[src/rtl/perf_report_pkg.sv]
// Shared constants and state types for the performance-counter UART reporter.
package perf_report_pkg;

    localparam logic [7:0] SYNC_BYTE   = 8'hA5;
    localparam int         FRAME_BYTES = 12;
    localparam int         IDX_W       = $clog2(FRAME_BYTES);

    typedef enum logic [1:0] {
        FR_IDLE,
        FR_SEND,
        FR_DRAIN
    } framer_state_t;

    typedef enum logic [1:0] {
        SER_IDLE,
        SER_START,
        SER_DATA,
        SER_STOP
    } ser_state_t;

endpackage

[src/rtl/uart_tx_byte.sv]
// 8N1 byte serializer, LSB first. Accepts a new byte while idle or in the
// last cycle of its stop bit, so consecutive bytes go out with no idle gap.
module uart_tx_byte
    import perf_report_pkg::*;
#(
    parameter int CLKS_PER_BIT = 4
) (
    input  logic       clk,
    input  logic       rst,
    input  logic [7:0] data,
    input  logic       valid,
    output logic       ready,
    output logic       tx,
    output logic       idle
);

    localparam int                CNT_W    = $clog2(CLKS_PER_BIT);
    localparam logic [CNT_W-1:0] LAST_CNT = CNT_W'(CLKS_PER_BIT - 1);

    ser_state_t        r_state;
    ser_state_t        w_nextState;
    logic [CNT_W-1:0]  r_cnt;
    logic [2:0]        r_bit;
    logic [7:0]        r_shift;
    logic              w_bitEnd;
    logic              w_accept;

    assign w_bitEnd = (r_cnt == LAST_CNT);
    assign ready    = (r_state == SER_IDLE) || ((r_state == SER_STOP) && w_bitEnd);
    assign w_accept = valid && ready;
    assign idle     = (r_state == SER_IDLE);

    always_comb begin
        w_nextState = r_state;
        case (r_state)
            SER_IDLE:  if (w_accept) w_nextState = SER_START;
            SER_START: if (w_bitEnd) w_nextState = SER_DATA;
            SER_DATA:  if (w_bitEnd && (r_bit == 3'd7)) w_nextState = SER_STOP;
            SER_STOP:  if (w_bitEnd) w_nextState = w_accept ? SER_START : SER_IDLE;
            default:   w_nextState = SER_IDLE;
        endcase
    end

    always_ff @(posedge clk or posedge rst) begin
        if (rst) r_state <= SER_IDLE;
        else     r_state <= w_nextState;
    end

    // Baud counter restarts on every accepted byte and at each bit boundary.
    always_ff @(posedge clk or posedge rst) begin
        if (rst) begin
            r_cnt   <= '0;
            r_bit   <= 3'd0;
            r_shift <= 8'h00;
        end else if (w_accept) begin
            r_cnt   <= '0;
            r_bit   <= 3'd0;
            r_shift <= data;
        end else if (r_state != SER_IDLE) begin
            if (w_bitEnd) begin
                r_cnt <= '0;
                if (r_state == SER_DATA) begin
                    r_shift <= r_shift >> 1;
                    r_bit   <= r_bit + 3'd1;
                end
            end else begin
                r_cnt <= r_cnt + 1'b1;
            end
        end
    end

    always_comb begin
        tx = 1'b1;
        case (r_state)
            SER_START: tx = 1'b0;
            SER_DATA:  tx = r_shift[0];
            default:   tx = 1'b1;
        endcase
    end

endmodule

[src/rtl/perf_report_tx.sv]
// Snapshots the four core performance counters on start and ships them as a
// fixed 12-byte UART frame: sync, counters big-endian, XOR checksum.
module perf_report_tx
    import perf_report_pkg::*;
#(
    parameter int CLK_FREQ_HZ = 50_000_000,
    parameter int BAUD        = 115_200
) (
    input  logic        clk,
    input  logic        rst,
    input  logic        start,
    input  logic [27:0] clk_cycles,
    input  logic [12:0] retired_instructions,
    input  logic [12:0] predictions_made,
    input  logic [12:0] correct_predictions,
    output logic        tx,
    output logic        busy,
    output logic        done
);

    localparam int CLKS_PER_BIT = CLK_FREQ_HZ / BAUD;
    localparam logic [IDX_W-1:0] LAST_IDX = IDX_W'(FRAME_BYTES - 1);

    generate
        if (CLKS_PER_BIT < 2) begin : g_bad_baud
            $error("perf_report_tx: CLK_FREQ_HZ/BAUD must be at least 2");
        end
    endgenerate

    framer_state_t     r_state;
    framer_state_t     w_nextState;
    logic [IDX_W-1:0]  r_idx;
    logic [7:0]        r_csum;
    logic [27:0]       r_cycles;
    logic [12:0]       r_retired;
    logic [12:0]       r_preds;
    logic [12:0]       r_correct;
    logic              r_done;
    logic [31:0]       w_cyc32;
    logic [15:0]       w_ret16;
    logic [15:0]       w_pred16;
    logic [15:0]       w_corr16;
    logic [7:0]        w_byte;
    logic              w_valid;
    logic              w_ready;
    logic              w_idle;
    logic              w_accept;
    logic              w_drainEnd;

    assign w_cyc32  = {4'h0, r_cycles};
    assign w_ret16  = {3'b000, r_retired};
    assign w_pred16 = {3'b000, r_preds};
    assign w_corr16 = {3'b000, r_correct};

    always_comb begin
        w_byte = SYNC_BYTE;
        case (r_idx)
            4'd1:    w_byte = w_cyc32[31:24];
            4'd2:    w_byte = w_cyc32[23:16];
            4'd3:    w_byte = w_cyc32[15:8];
            4'd4:    w_byte = w_cyc32[7:0];
            4'd5:    w_byte = w_ret16[15:8];
            4'd6:    w_byte = w_ret16[7:0];
            4'd7:    w_byte = w_pred16[15:8];
            4'd8:    w_byte = w_pred16[7:0];
            4'd9:    w_byte = w_corr16[15:8];
            4'd10:   w_byte = w_corr16[7:0];
            4'd11:   w_byte = r_csum;
            default: w_byte = SYNC_BYTE;
        endcase
    end

    assign w_accept   = w_valid && w_ready;
    // Ready while not idle can only mean the final cycle of a stop bit.
    assign w_drainEnd = (r_state == FR_DRAIN) && w_ready && !w_idle;

    always_comb begin
        w_nextState = r_state;
        w_valid     = 1'b0;
        case (r_state)
            FR_IDLE: begin
                w_valid = start;
                if (w_accept) w_nextState = FR_SEND;
            end
            FR_SEND: begin
                w_valid = 1'b1;
                if (w_accept && (r_idx == LAST_IDX)) w_nextState = FR_DRAIN;
            end
            FR_DRAIN: begin
                if (w_drainEnd) w_nextState = FR_IDLE;
            end
            default: w_nextState = FR_IDLE;
        endcase
    end

    always_ff @(posedge clk or posedge rst) begin
        if (rst) r_state <= FR_IDLE;
        else     r_state <= w_nextState;
    end

    // The sync byte leaves in the same edge the counters are captured.
    always_ff @(posedge clk or posedge rst) begin
        if (rst) begin
            r_idx     <= '0;
            r_csum    <= 8'h00;
            r_cycles  <= 28'd0;
            r_retired <= 13'd0;
            r_preds   <= 13'd0;
            r_correct <= 13'd0;
            r_done    <= 1'b0;
        end else begin
            r_done <= w_drainEnd;
            if ((r_state == FR_IDLE) && w_accept) begin
                r_cycles  <= clk_cycles;
                r_retired <= retired_instructions;
                r_preds   <= predictions_made;
                r_correct <= correct_predictions;
                r_csum    <= 8'h00;
                r_idx     <= IDX_W'(1);
            end else if ((r_state == FR_SEND) && w_accept) begin
                if (r_idx == LAST_IDX) begin
                    r_idx <= '0;
                end else begin
                    r_idx  <= r_idx + 1'b1;
                    r_csum <= r_csum ^ w_byte;
                end
            end
        end
    end

    assign busy = (r_state != FR_IDLE);
    assign done = r_done;

    uart_tx_byte #(
        .CLKS_PER_BIT(CLKS_PER_BIT)
    ) u_ser (
        .clk  (clk),
        .rst  (rst),
        .data (w_byte),
        .valid(w_valid),
        .ready(w_ready),
        .tx   (tx),
        .idle (w_idle)
    );

endmodule
[config.mk]
export PLATFORM = sky130hd
export DESIGN_NAME = perf_report_tx
export DESIGN_NICKNAME = d
export VERILOG_FILES = /design/src/rtl/perf_report_pkg.sv /design/src/rtl/uart_tx_byte.sv /design/src/rtl/perf_report_tx.sv
export SDC_FILE = /design/constraint.sdc
export NUM_CORES = 1
export LEC_CHECK = 0
export ABC_AREA = 1
export BUFFER_PORTS_ARGS = -buffer_cell sky130_fd_sc_hd__buf_2
export CORE_UTILIZATION = 55
export DETAILED_ROUTE_END_ITERATION = 8
export PLACE_DENSITY = 0.8
export SYNTH_ARGS = -nofsm -noshare
export SYNTH_HDL_FRONTEND = slang
export SYNTH_HIERARCHICAL = 1
export SYNTH_SLANG_ARGS = --single-unit
[constraint.sdc]
create_clock -name clk -period 5.84 [get_ports clk]
set_input_delay 0 -clock clk [delete_from_list [all_inputs] [get_ports clk]]
set_output_delay 0 -clock clk [all_outputs]
set_load 0.005 [all_outputs]
==> impl_metrics.tcl, run 1 <==
set metrics [dict create \
    static-leakage-power_nw 3.63 \
    number_of_global_route_vias_before_repair 4734 \
    setup.worst_path.start_class "flip-flop" \
    post_drt_wl_per_cell_um 16.0 \
    p_total_mw 1.30 \
    boundaryPins 73 \
    drt-total-wl_mm 13.9 \
    filler_cell_count 719 \
    detail_route.first_pass.iterations 5 \
    grt_util_all_layers 0.286 \
    finalCriticalPeriod_ns 2.50 \
    final-max-slew-violation-count 0 \
    synth.net_count 680 \
    viasPerCell 5.42 \
    tightestPinTransition_ns 1.02 \
    crit_start "u_ser/r_state[0]" \
    routed-via-count 4713 \
    leading_cell_types_in_the_layout_fill_and_taps_excluded "sky130_fd_sc_hd__nand2_1 (136), sky130_fd_sc_hd__dfrtp_1 (104), sky130_fd_sc_hd__buf_2 (72)" \
    fin_tns_setup_ns 0 \
    cts_resized 0 \
    start_util 0.566 \
    worst_skew_pair.late_latency_ns 0.41 \
    holdWs_ns 0.101 \
    final_nets 814 \
    power_switching_uw 320 \
    clock-skew-final_ns 0.0241 \
    antenna_violations_before_repair 0 \
    synth_top_cells_by_area "sky130_fd_sc_hd__dfrtp_1 (47%), sky130_fd_sc_hd__mux2_2 (12%), sky130_fd_sc_hd__nand2_1 (9.2%), sky130_fd_sc_hd__nand3_1 (4.5%), sky130_fd_sc_hd__nor2_1 (4.3%)" \
    timing.max_cap.violations 0 \
    die_h_um 102 \
    final_antenna_net_count 0 \
    cellInternalPower_uw 977 \
    synth.yosys.seq_area_share 0.470 \
    timing.hold.worst.start "start" \
    synth_cells 597 \
    worstPathArrival_ns 2.78 \
    result_of_the_run "complete, no violations" \
    diodes_inserted 0 \
    grt-ovfl-total 0 \
    first_iter_violations 358 \
    share_seq_of_total_power 0.555 \
    rsz0062_at_grt "false" \
    layout_commonest_cell "sky130_fd_sc_hd__nand2_1" \
    data_required_critical_path_ns 6.12 \
    core_region_area_mm2 0.00977 \
    tritoncts "done" \
    timing.max_slew.rel_slack 0.322 \
    synth_cell_type_count 39 \
    util_after_layout 0.695 \
    yosysTopAreaCellShare 0.470 \
    clockRootBuffer "sky130_fd_sc_hd__clkbuf_8" \
    die_area_mm2 0.0105 \
    layout_worst_path_cycle_share 0.429 \
    synth-seq-cells 104 \
    finalWeightedCongestion 0.871 \
    htreeDepth 3 \
    num_rows 36 \
    maximum_vdd_ir_drop_mv 0.115 \
    netlist.top_cell.by_area "sky130_fd_sc_hd__dfrtp_1" \
    worst_r2r_src "u_ser/r_state[0]" \
    die_width_um 102 \
    io_buffers 72 \
    synth.cell_area_mm2 0.00553 \
    path_max_fanout 88 \
    clkTransAtPathRegs_ns 0.11 \
    final_hpwl_dp_mm 8.40 \
    p_clk_frac 0.386 \
    comb_power_share 0.059 \
    drive_gt1_frac 0.273 \
    syn2layout_area_growth_pct 22.7 \
    sw_frac_of_total 0.247 \
    final-hold-violation-count 0 \
    grt_max_degree 89 \
    p_per_area_mw_per_mm2 191 \
    worst_hold_path_type "primary input to flip-flop" \
    drc 0 \
    critical_path.endpoint_type "flip-flop" \
    cts_made_buffers 9 \
    finish_stage_setup_viols 0 \
    grt_pass1_wl_mm 22.5 \
    postSynthAreaPerCell_um2 9.27 \
    synth.yosys.warnings 6 \
    timing.setup.critical_path_class "flip-flop to flip-flop" \
    max_clock_freq_ghz 0.400 \
    cts_sinks 104 \
    clockBufferDepth 2 \
]
## path summary, 6_finish.rpt
kind / endpoint / slack [ns] / cells after the start
setup reg to reg: r_csum[5] / 3.34 / 9
max in group asynchronous: r_preds[1] / 4.72 / 4
hold / removal: u_ser/r_cnt[8] / 0.10 / 5
min in group asynchronous: u_ser/r_shift[5] / 0.33 / 3
hold reg to reg: r_preds[4] / 0.52 / 1
setup / recovery: r_csum[5] / 3.34 / 9
## metrics by stage
step / setup WS (ns) / instance area (um2) / instances
floorplan: 3.73 / 5530 / 597
global placement: 3.52 / 5890 / 785
detailed placement: 3.38 / 5890 / 785
CTS: 3.31 / 6790 / 869
global route: 3.06 / 6790 / 869
finish: 3.34 / 6790 / 869
## worst max-delay path, cell delays in order, from the launching register on
cell and delay, ns:
sky130_fd_sc_hd__dfrtp_1 0.43, sky130_fd_sc_hd__inv_1 0.10, sky130_fd_sc_hd__ha_1 0.25, sky130_fd_sc_hd__inv_1 0.16, sky130_fd_sc_hd__nand2_4 0.10, sky130_fd_sc_hd__and2_4 0.21, sky130_fd_sc_hd__nand2_8 0.42, sky130_fd_sc_hd__nand2_2 0.35
sky130_fd_sc_hd__a21oi_1 0.28, sky130_fd_sc_hd__nor2_1 0.08
## Yosys cell counts
cell and number:
sky130_fd_sc_hd__a21oi_1 19, sky130_fd_sc_hd__a21oi_2 9, sky130_fd_sc_hd__and2_4 1, sky130_fd_sc_hd__buf_12 1
sky130_fd_sc_hd__buf_4 8, sky130_fd_sc_hd__buf_6 6, sky130_fd_sc_hd__buf_8 2, sky130_fd_sc_hd__clkbuf_1 1
sky130_fd_sc_hd__dfrtp_1 104, sky130_fd_sc_hd__ha_1 13, sky130_fd_sc_hd__inv_1 47, sky130_fd_sc_hd__inv_2 10
sky130_fd_sc_hd__inv_4 1, sky130_fd_sc_hd__mux2_2 58, sky130_fd_sc_hd__nand2_1 136, sky130_fd_sc_hd__nand2_2 11
sky130_fd_sc_hd__nand2_4 2, sky130_fd_sc_hd__nand2_8 1, sky130_fd_sc_hd__nand3_1 50, sky130_fd_sc_hd__nand3_2 7
sky130_fd_sc_hd__nand3_4 1, sky130_fd_sc_hd__nand3b_1 1, sky130_fd_sc_hd__nand4_1 7, sky130_fd_sc_hd__nor2_1 63
sky130_fd_sc_hd__nor2_2 2, sky130_fd_sc_hd__nor2_4 4, sky130_fd_sc_hd__nor3_1 4, sky130_fd_sc_hd__nor3_4 2
sky130_fd_sc_hd__nor4_1 1, sky130_fd_sc_hd__o211ai_1 1, sky130_fd_sc_hd__o21a_2 1, sky130_fd_sc_hd__o21ai_0 12
sky130_fd_sc_hd__o21ai_1 1, sky130_fd_sc_hd__o21ai_2 1, sky130_fd_sc_hd__o21bai_1 1, sky130_fd_sc_hd__o22ai_1 1
sky130_fd_sc_hd__o32ai_1 1, sky130_fd_sc_hd__xnor2_1 1, sky130_fd_sc_hd__xor2_1 5
## area by class of cell
class	instances	area, um2	area share
Clock buffer	9	124	0.0182
Inverter	58	221	0.0326
Tap cell	133	166	0.0245
Timing Repair Buffer	141	1050	0.154
Multi-Input combinational cell	417	2530	0.372
Sequential cell	104	2600	0.383
Clock inverter	7	98.8	0.0146
## per-layer routing
layer | track usage | vias to the layer above | wire length [um]
li1 | - | 2202 | -
met1 | 0.334 | 2231 | 5350
met2 | 0.498 | 217 | 7010
met3 | 0.0527 | 63 | 811
met4 | 0.154 | 0 | 709
met5 | 0 | - | 0
## power groups by stage
stage / clock network, mW / registers, mW / logic [mW]
detailed placement: 0 / 0.734 / 0.0396
global placement: 0 / 0.734 / 0.0392
floorplan: 0 / 0.734 / 0.0110
finish: 0.501 / 0.720 / 0.0759
CTS: 0.498 / 0.720 / 0.0740
global route: 0.528 / 0.720 / 0.0830
## registers in the layout, summed over array words and instances (netlist names), 3 cells and up
name	count
r_retired	13
r_preds	13
r_correct	13
r_cycles	28
u_ser/r_shift	8
r_csum	8
u_ser/r_bit	3
r_idx	4
u_ser/r_cnt	9
## timing repair
item | 4_1_cts | 5_1_grt
buffers inserted | 0 | 0
hold buffers | 68 | 0
hold endpoints to repair | 171 | 0
## logic make-up (layout without fill, tap and decap cells)
group / after synthesis / count (layout) / synth area share
AOI/OAI and AO/OA: 47 / 47 / 0.0518
xor gates and xnor gates: 6 / 6 / 0.00950
adders and majority gates: 13 / 13 / 0.0294
buffers and inverters: 76 / 215 / 0.0726
DFF: 104 / 104 / 0.470
muxes: 58 / 58 / 0.118
and+or+nand+nor: 293 / 293 / 0.248
Power figures use the tool's default switching activity.
==> inputs of run 2 (changes only) <==
--- a/config.mk
+++ b/config.mk
@@ -5,11 +5,11 @@
 export SDC_FILE = /design/constraint.sdc
 export NUM_CORES = 1
 export LEC_CHECK = 0
-export ABC_AREA = 1
+export ABC_AREA = 0
 export BUFFER_PORTS_ARGS = -buffer_cell sky130_fd_sc_hd__buf_2
-export CORE_UTILIZATION = 55
+export CORE_UTILIZATION = 52
 export DETAILED_ROUTE_END_ITERATION = 8
-export PLACE_DENSITY = 0.8
+export PLACE_DENSITY = 0.79
 export SYNTH_ARGS = -nofsm -noshare
 export SYNTH_HDL_FRONTEND = slang
 export SYNTH_HIERARCHICAL = 1
==> constraint.sdc (replaced) <==
create_clock -name clk -period 2.2 [get_ports clk]
set_input_delay 0 -clock clk [delete_from_list [all_inputs] [get_ports clk]]
set_output_delay 0 -clock clk [all_outputs]
set_load 0.005 [all_outputs]
==> impl_metrics.tcl, run 2 <==
set metrics [dict create \
    result_of_the_run "complete, no violations" \
    synth_top_family_by_area "multiplexers" \
    drt-total-wl_mm 13.3 \
    yosys.area_share.xor_xnor 0.0164 \
    synth.yosys.warnings 6 \
    rsz0062_at_grt "true" \
    clkTransAtPathRegs_ns 0.10 \
    htreeDepth 3 \
    worst_hold_path_type "primary input to async pin" \
    num_rows 36 \
    synth.yosys.seq_area_share 0.488 \
    worstPathArrival_ns 2.40 \
    pre_cts_ws_ns -0.00390 \
    synth_fa_ha_area_frac 0.0305 \
    viasPerCell 5.77 \
    path_buf_inv 3 \
    grt-ovfl-total 0 \
    layout_commonest_cell "sky130_fd_sc_hd__dfrtp_1" \
    number_of_global_route_vias_before_repair 4258 \
    tightestPinTransition_ns 0.845 \
    finish_stage_setup_viols 0 \
    post_drt_wl_per_cell_um 18.1 \
    clock-skew-final_ns 0.00995 \
    most_common_cell_in_the_synthesized_netlist "sky130_fd_sc_hd__dfrtp_1" \
    syn2layout_area_growth_pct 29.6 \
    clockRootBuffer "sky130_fd_sc_hd__clkbuf_8" \
    worst_skew_pair.late_latency_ns 0.38 \
    timing.critical_path.cells "inv_1 -> ha_1 -> nor3b_4 -> a41o_1 -> nand2_4 -> nor2_4 -> buf_12 -> buf_12 -> mux2_2" \
    synth-edff-count 0 \
    worst_r2r_src "u_ser/r_cnt[1]" \
    largest_register "r_cycles" \
    yosys.area_share.simple 0.0962 \
    path_max_fanout 19 \
    boundaryPins 73 \
    synth.net_count 527 \
    layout_setup_ws_ns 0.0676 \
    postSynth.topFlopCell "sky130_fd_sc_hd__dfrtp_1" \
    cp_common_cell "sky130_fd_sc_hd__buf_12" \
    reg2reg_slack_ns 0.07 \
    final-hold-violation-count 0 \
    p_total_mw 3.21 \
    reg2reg_to "r_retired[12]" \
    data_required_critical_path_ns 2.47 \
    synth_top_cells_by_area "sky130_fd_sc_hd__dfrtp_1 (49%), sky130_fd_sc_hd__mux2_2 (14%), sky130_fd_sc_hd__mux2i_1 (3.4%), sky130_fd_sc_hd__ha_1 (3.0%), sky130_fd_sc_hd__buf_4 (1.7%)" \
    yosysTopAreaCellShare 0.488 \
    routed-via-count 4233 \
    tritoncts "done" \
    post_synth_mux_area_share 0.186 \
    synth-seq-cells 104 \
    finalWeightedCongestion 0.855 \
    antenna_violations_before_repair 0 \
    static-leakage-power_nw 3.24 \
    maximum_vdd_ir_drop_mv 0.469 \
    post-route-cell-area_mm2 0.00691 \
    grt_max_degree 39 \
    dr_wl_met2_mm 6.71 \
    synth_cell_type_count 64 \
    timing.setup.critical_path_class "flip-flop to flip-flop" \
    dr_wl_met3_um 860 \
    r2r_worst_path_depth 9 \
    final_hpwl_dp_mm 8.39 \
    netlist.top_cell.by_area "sky130_fd_sc_hd__dfrtp_1" \
    final_nets 679 \
    synth_cells 444 \
    timing.max_cap.violations 0 \
    cts_made_buffers 9 \
    final_antenna_net_count 0 \
    place_area_mm2 0.00591 \
    grt_pass1_wl_mm 20.9 \
    largest_reg_flops 28 \
    clockBufferDepth 2 \
    postSynthAreaPerCell_um2 12.0 \
    p_per_area_mw_per_mm2 464 \
    asyncSetResetFlopFracSynth 1.00 \
    drive_gt1_frac 0.355 \
    die_h_um 103 \
    io_buffers 72 \
    cts_sinks 104 \
    start_util 0.541 \
    synth.cell_area_mm2 0.00534 \
    final-max-slew-violation-count 0 \
    detail_route.first_pass.iterations 5 \
    setup.worst_path.start_class "flip-flop" \
    finalCriticalPeriod_ns 2.13 \
    critical_path.endpoint_type "flip-flop" \
    cp_slowest_stage_delay_ns 0.41 \
    cp_slowest_cell "sky130_fd_sc_hd__dfrtp_1" \
    core_region_area_mm2 0.00986 \
    max_clock_freq_ghz 0.469 \
    layout_worst_path_cycle_share 0.969 \
    first_iter_violations 214 \
    die_area_mm2 0.0107 \
    die_width_um 103 \
    ys_top_cells_by_count "sky130_fd_sc_hd__dfrtp_1 (104), sky130_fd_sc_hd__mux2_2 (68), sky130_fd_sc_hd__nor2_1 (24)" \
    critical-path-top-delay-family "simple AND/OR/NAND/NOR gates" \
    timing.max_slew.rel_slack 0.436 \
    routedLengthMet1_mm 5.36 \
    drc 0 \
    diodes_inserted 0 \
    grt_util_all_layers 0.265 \
    synth-compound-area-share 0.137 \
    leading_cell_types_in_the_layout_fill_and_taps_excluded "sky130_fd_sc_hd__dfrtp_1 (102), sky130_fd_sc_hd__buf_2 (72), sky130_fd_sc_hd__dlygate4sd3_1 (69)" \
    routed.top_layer "met4" \
]
-- run 2: worst max path at each step --
stage	start	slack, ns	cells past startpoint	to
floorplan	u_ser/r_cnt[1]	0.01	11	r_correct[10]
global placement	r_idx[1]	0.1	7	r_csum[2]
detailed placement	r_idx[1]	-0.004	7	r_csum[2]
CTS	r_idx[0]	0.005	7	r_csum[2]
global route	u_ser/r_cnt[1]	0.007	9	r_csum[4]
finish	u_ser/r_cnt[1]	0.07	9	r_retired[12]
-- run 2: routing by layer --
layer / GRT usage / vias up
met3: 0.0659 / 29
met2: 0.459 / 165
met5: 0 / -
met1: 0.319 / 2109
li1: - / 1930
met4: 0.101 / 0
-- run 2: through the flow --
step | cells | setup TNS (ns) | hold WS (ns) | utilization
floorplan | 444 | 0 | -0.0108 | -
global placement | 644 | 0 | 0.0744 | 0.599
detailed placement | 644 | -0.00390 | 0.0758 | 0.599
CTS | 728 | 0 | 0.222 | 0.687
global route | 733 | 0 | 0.273 | 0.701
finish | 733 | 0 | 0.217 | 0.701
-- run 2: cell families after synthesis --
family | count (synthesis)
flip-flops | 104
buffers and inverters | 42
adder cells (fa/ha/maj) | 13
XOR/XNOR | 10
AO/OA/AOI/OAI | 89
multiplexers | 90
AND/OR/NAND/NOR | 96
-- run 2: worst min-delay path, cell delays in order --
cell                            delay (ns)
sky130_fd_sc_hd__dlygate4sd3_1        0.53
sky130_fd_sc_hd__buf_2                0.13
sky130_fd_sc_hd__clkinv_2             0.38
-- run 2: what timing repair did --
action	in CTS	in global routing
hold buffers	69	0
pin swaps	0	2
gates resized for setup	2	12
gates cloned	0	2
buffers inserted	0	3
endpoints found under the hold margin	118	0
endpoints found under the setup margin	3	80
-- run 2: cell type report --
class / count / area [um2]
timing repair buffer: 167 / 1340
tap: 133 / 166
fill: 692 / 2950
multi-input combinational: 298 / 2560
clock inverter: 3 / 17.5
inverter: 16 / 61.3
sequential: 104 / 2610
clock buffer: 12 / 155
-- run 2: where the power goes --
group	switching, mW	total [mW]	leakage (nW)	internal, mW
clock network	0.625	1.09	0.0882	0.464
registers	0	1.91	1.36	1.91
logic	0.0799	0.211	1.79	0.131
==> inputs of run 3 (changes only) <==
--- a/config.mk
+++ b/config.mk
@@ -7,6 +7,7 @@
 export LEC_CHECK = 0
 export ABC_AREA = 0
 export BUFFER_PORTS_ARGS = -buffer_cell sky130_fd_sc_hd__buf_2
+export CORE_ASPECT_RATIO = 0.75
 export CORE_UTILIZATION = 52
 export DETAILED_ROUTE_END_ITERATION = 8
 export PLACE_DENSITY = 0.79
==> impl_metrics.tcl, run 3 (same netlist as run 2, synthesis figures left out) <==
set metrics [dict create \
    layout_commonest_cell "sky130_fd_sc_hd__dfrtp_1" \
    detail_route.first_pass.iterations 5 \
    leading_cell_types_in_the_layout_fill_and_taps_excluded "sky130_fd_sc_hd__dfrtp_1 (103), sky130_fd_sc_hd__buf_2 (72), sky130_fd_sc_hd__dlygate4sd3_1 (69)" \
    grt_max_degree 42 \
    tritoncts "done" \
    multiInputGateArea_mm2 0.00256 \
    final-hold-violation-count 0 \
    clock-skew-final_ns 0.00517 \
    largest_reg_flops 28 \
    timing.max_slew.rel_slack 0.421 \
    number_of_global_route_vias_before_repair 4415 \
    data_required_critical_path_ns 2.44 \
    critical_path.endpoint_type "flip-flop" \
    die_h_um 89.7 \
    layout_worst_path_cycle_share 0.990 \
    clkTransAtPathRegs_ns 0.07 \
    largest_register "r_cycles" \
    clockRootBuffer "sky130_fd_sc_hd__clkbuf_16" \
    layout_setup_ws_ns 0.0217 \
    final_hpwl_dp_mm 8.72 \
    syn2layout_area_growth_pct 34.1 \
    setup.worst_path.start_class "flip-flop" \
    place_area_mm2 0.00591 \
    result_of_the_run "complete, no violations" \
    clockBufferDepth 2 \
    final_nets 688 \
    boundaryPins 73 \
    first_iter_violations 333 \
    maximum_vdd_ir_drop_mv 0.403 \
    filler_cell_count 624 \
    cts_sinks 104 \
    start_util 0.544 \
    die_width_um 119 \
    worst_skew_pair.late_latency_ns 0.35 \
    pre_cts_ws_ns -0.0287 \
    p_per_area_mw_per_mm2 515 \
    final_antenna_net_count 0 \
    tightestPinTransition_ns 0.868 \
    p_total_mw 3.68 \
    die_area_mm2 0.0107 \
    finalCriticalPeriod_ns 2.18 \
    drt-total-wl_mm 14.7 \
    max_clock_freq_ghz 0.459 \
    finish_stage_setup_viols 0 \
    htreeDepth 3 \
    worst_hold_path_type "primary input to async pin" \
    fin_tns_setup_ns 0 \
    timing.setup.critical_path_class "flip-flop to flip-flop" \
    grt_util_all_layers 0.268 \
    num_rows 31 \
    finalWeightedCongestion 0.880 \
    diodes_inserted 0 \
    holdWs_ns 0.139 \
    post-route-cell-area_mm2 0.00715 \
    viasPerCell 5.91 \
    routed-via-count 4387 \
    static-leakage-power_nw 3.37 \
    layout.area.seq_mm2 0.00260 \
    r2r_worst_path_depth 6 \
    grt_pass1_wl_mm 22.3 \
    post_drt_wl_per_cell_um 19.8 \
    cts_made_buffers 9 \
    path_max_fanout 10 \
    drc 0 \
    final-max-slew-violation-count 0 \
    grt-ovfl-total 0 \
    core_region_area_mm2 0.00981 \
    io_buffers 72 \
    worstPathArrival_ns 2.42 \
    rsz0062_at_grt "true" \
    drive_gt1_frac 0.364 \
    antenna_violations_before_repair 0 \
    timing.max_cap.violations 0 \
]
==> run 3: cell types whose count changed in the layout (fill, tap and decap cells not counted), moves of 2 or more <==
| cell | before | now |
|---|---|---|
| sky130_fd_sc_hd__ha_4 | 3 | 1 |
| sky130_fd_sc_hd__clkbuf_8 | 11 | 3 |
| sky130_fd_sc_hd__clkbuf_16 | 2 | 13 |
| sky130_fd_sc_hd__buf_6 | 0 | 4 |
| sky130_fd_sc_hd__buf_4 | 19 | 21 |
| sky130_fd_sc_hd__ha_2 | 2 | 4 |
==> run 3: critical path: stages (launching register included) <==
cell,delay [ns]
sky130_fd_sc_hd__dfrtp_1,0.41
sky130_fd_sc_hd__buf_4,0.15
sky130_fd_sc_hd__ha_2,0.28
sky130_fd_sc_hd__a22oi_1,0.27
sky130_fd_sc_hd__a21oi_1,0.15
sky130_fd_sc_hd__or4_1,0.51
sky130_fd_sc_hd__mux2_4,0.28
==> run 3: report_power, final <==
group          internal, mW  switching, mW
Combinational         0.131         0.0823
Clock                 0.860          0.695
Sequential             1.91              0
==> run 3: per-stage QoR <==
stage,std cells,util
final,742,0.729
after global routing,742,0.729
after CTS,729,0.703
after detailed placement,644,0.602
after global placement,644,0.602
after floorplan,444,-
==> run 3: final timing paths <==
kind | slack [ns] | endpoint | startpoint
hold / removal | 0.14 | r_cycles[6] | rst
setup / recovery | 0.02 | u_ser/r_shift[0] | r_idx[0]
hold reg to reg | 0.47 | r_state[0] | r_state[1]
setup reg to reg | 0.02 | u_ser/r_shift[0] | r_idx[0]
min in group clk | 0.42 | r_preds[8] | predictions_made[8]
max in group asynchronous | 1.22 | u_ser/r_cnt[0] | rst
==> run 3: timing repair <==
action                     CTS  global route
resized for setup            2            15
hold endpoints to repair   172             0
gates cloned                 0             7
pin swaps                    0             5
setup endpoints to repair    3            78
buffers inserted             0             6
hold buffers                69             0
==> run 3: metal layers <==
metal	routed length (um)	GRT usage	up-vias
li1	-	-	1958
met3	949	0.0647	48
met4	393	0.0970	0
met2	7010	0.424	203
met1	6350	0.360	2178
met5	0	0	-
==> run 3: final cells by class <==
cell class,instances,area share
Clock inverter,2,0.00175
Sequential cell,104,0.364
Tap cell,132,0.0231
Timing Repair Buffer,176,0.206
Multi-Input combinational cell,298,0.358
Inverter,16,0.00857
Clock buffer,14,0.0383
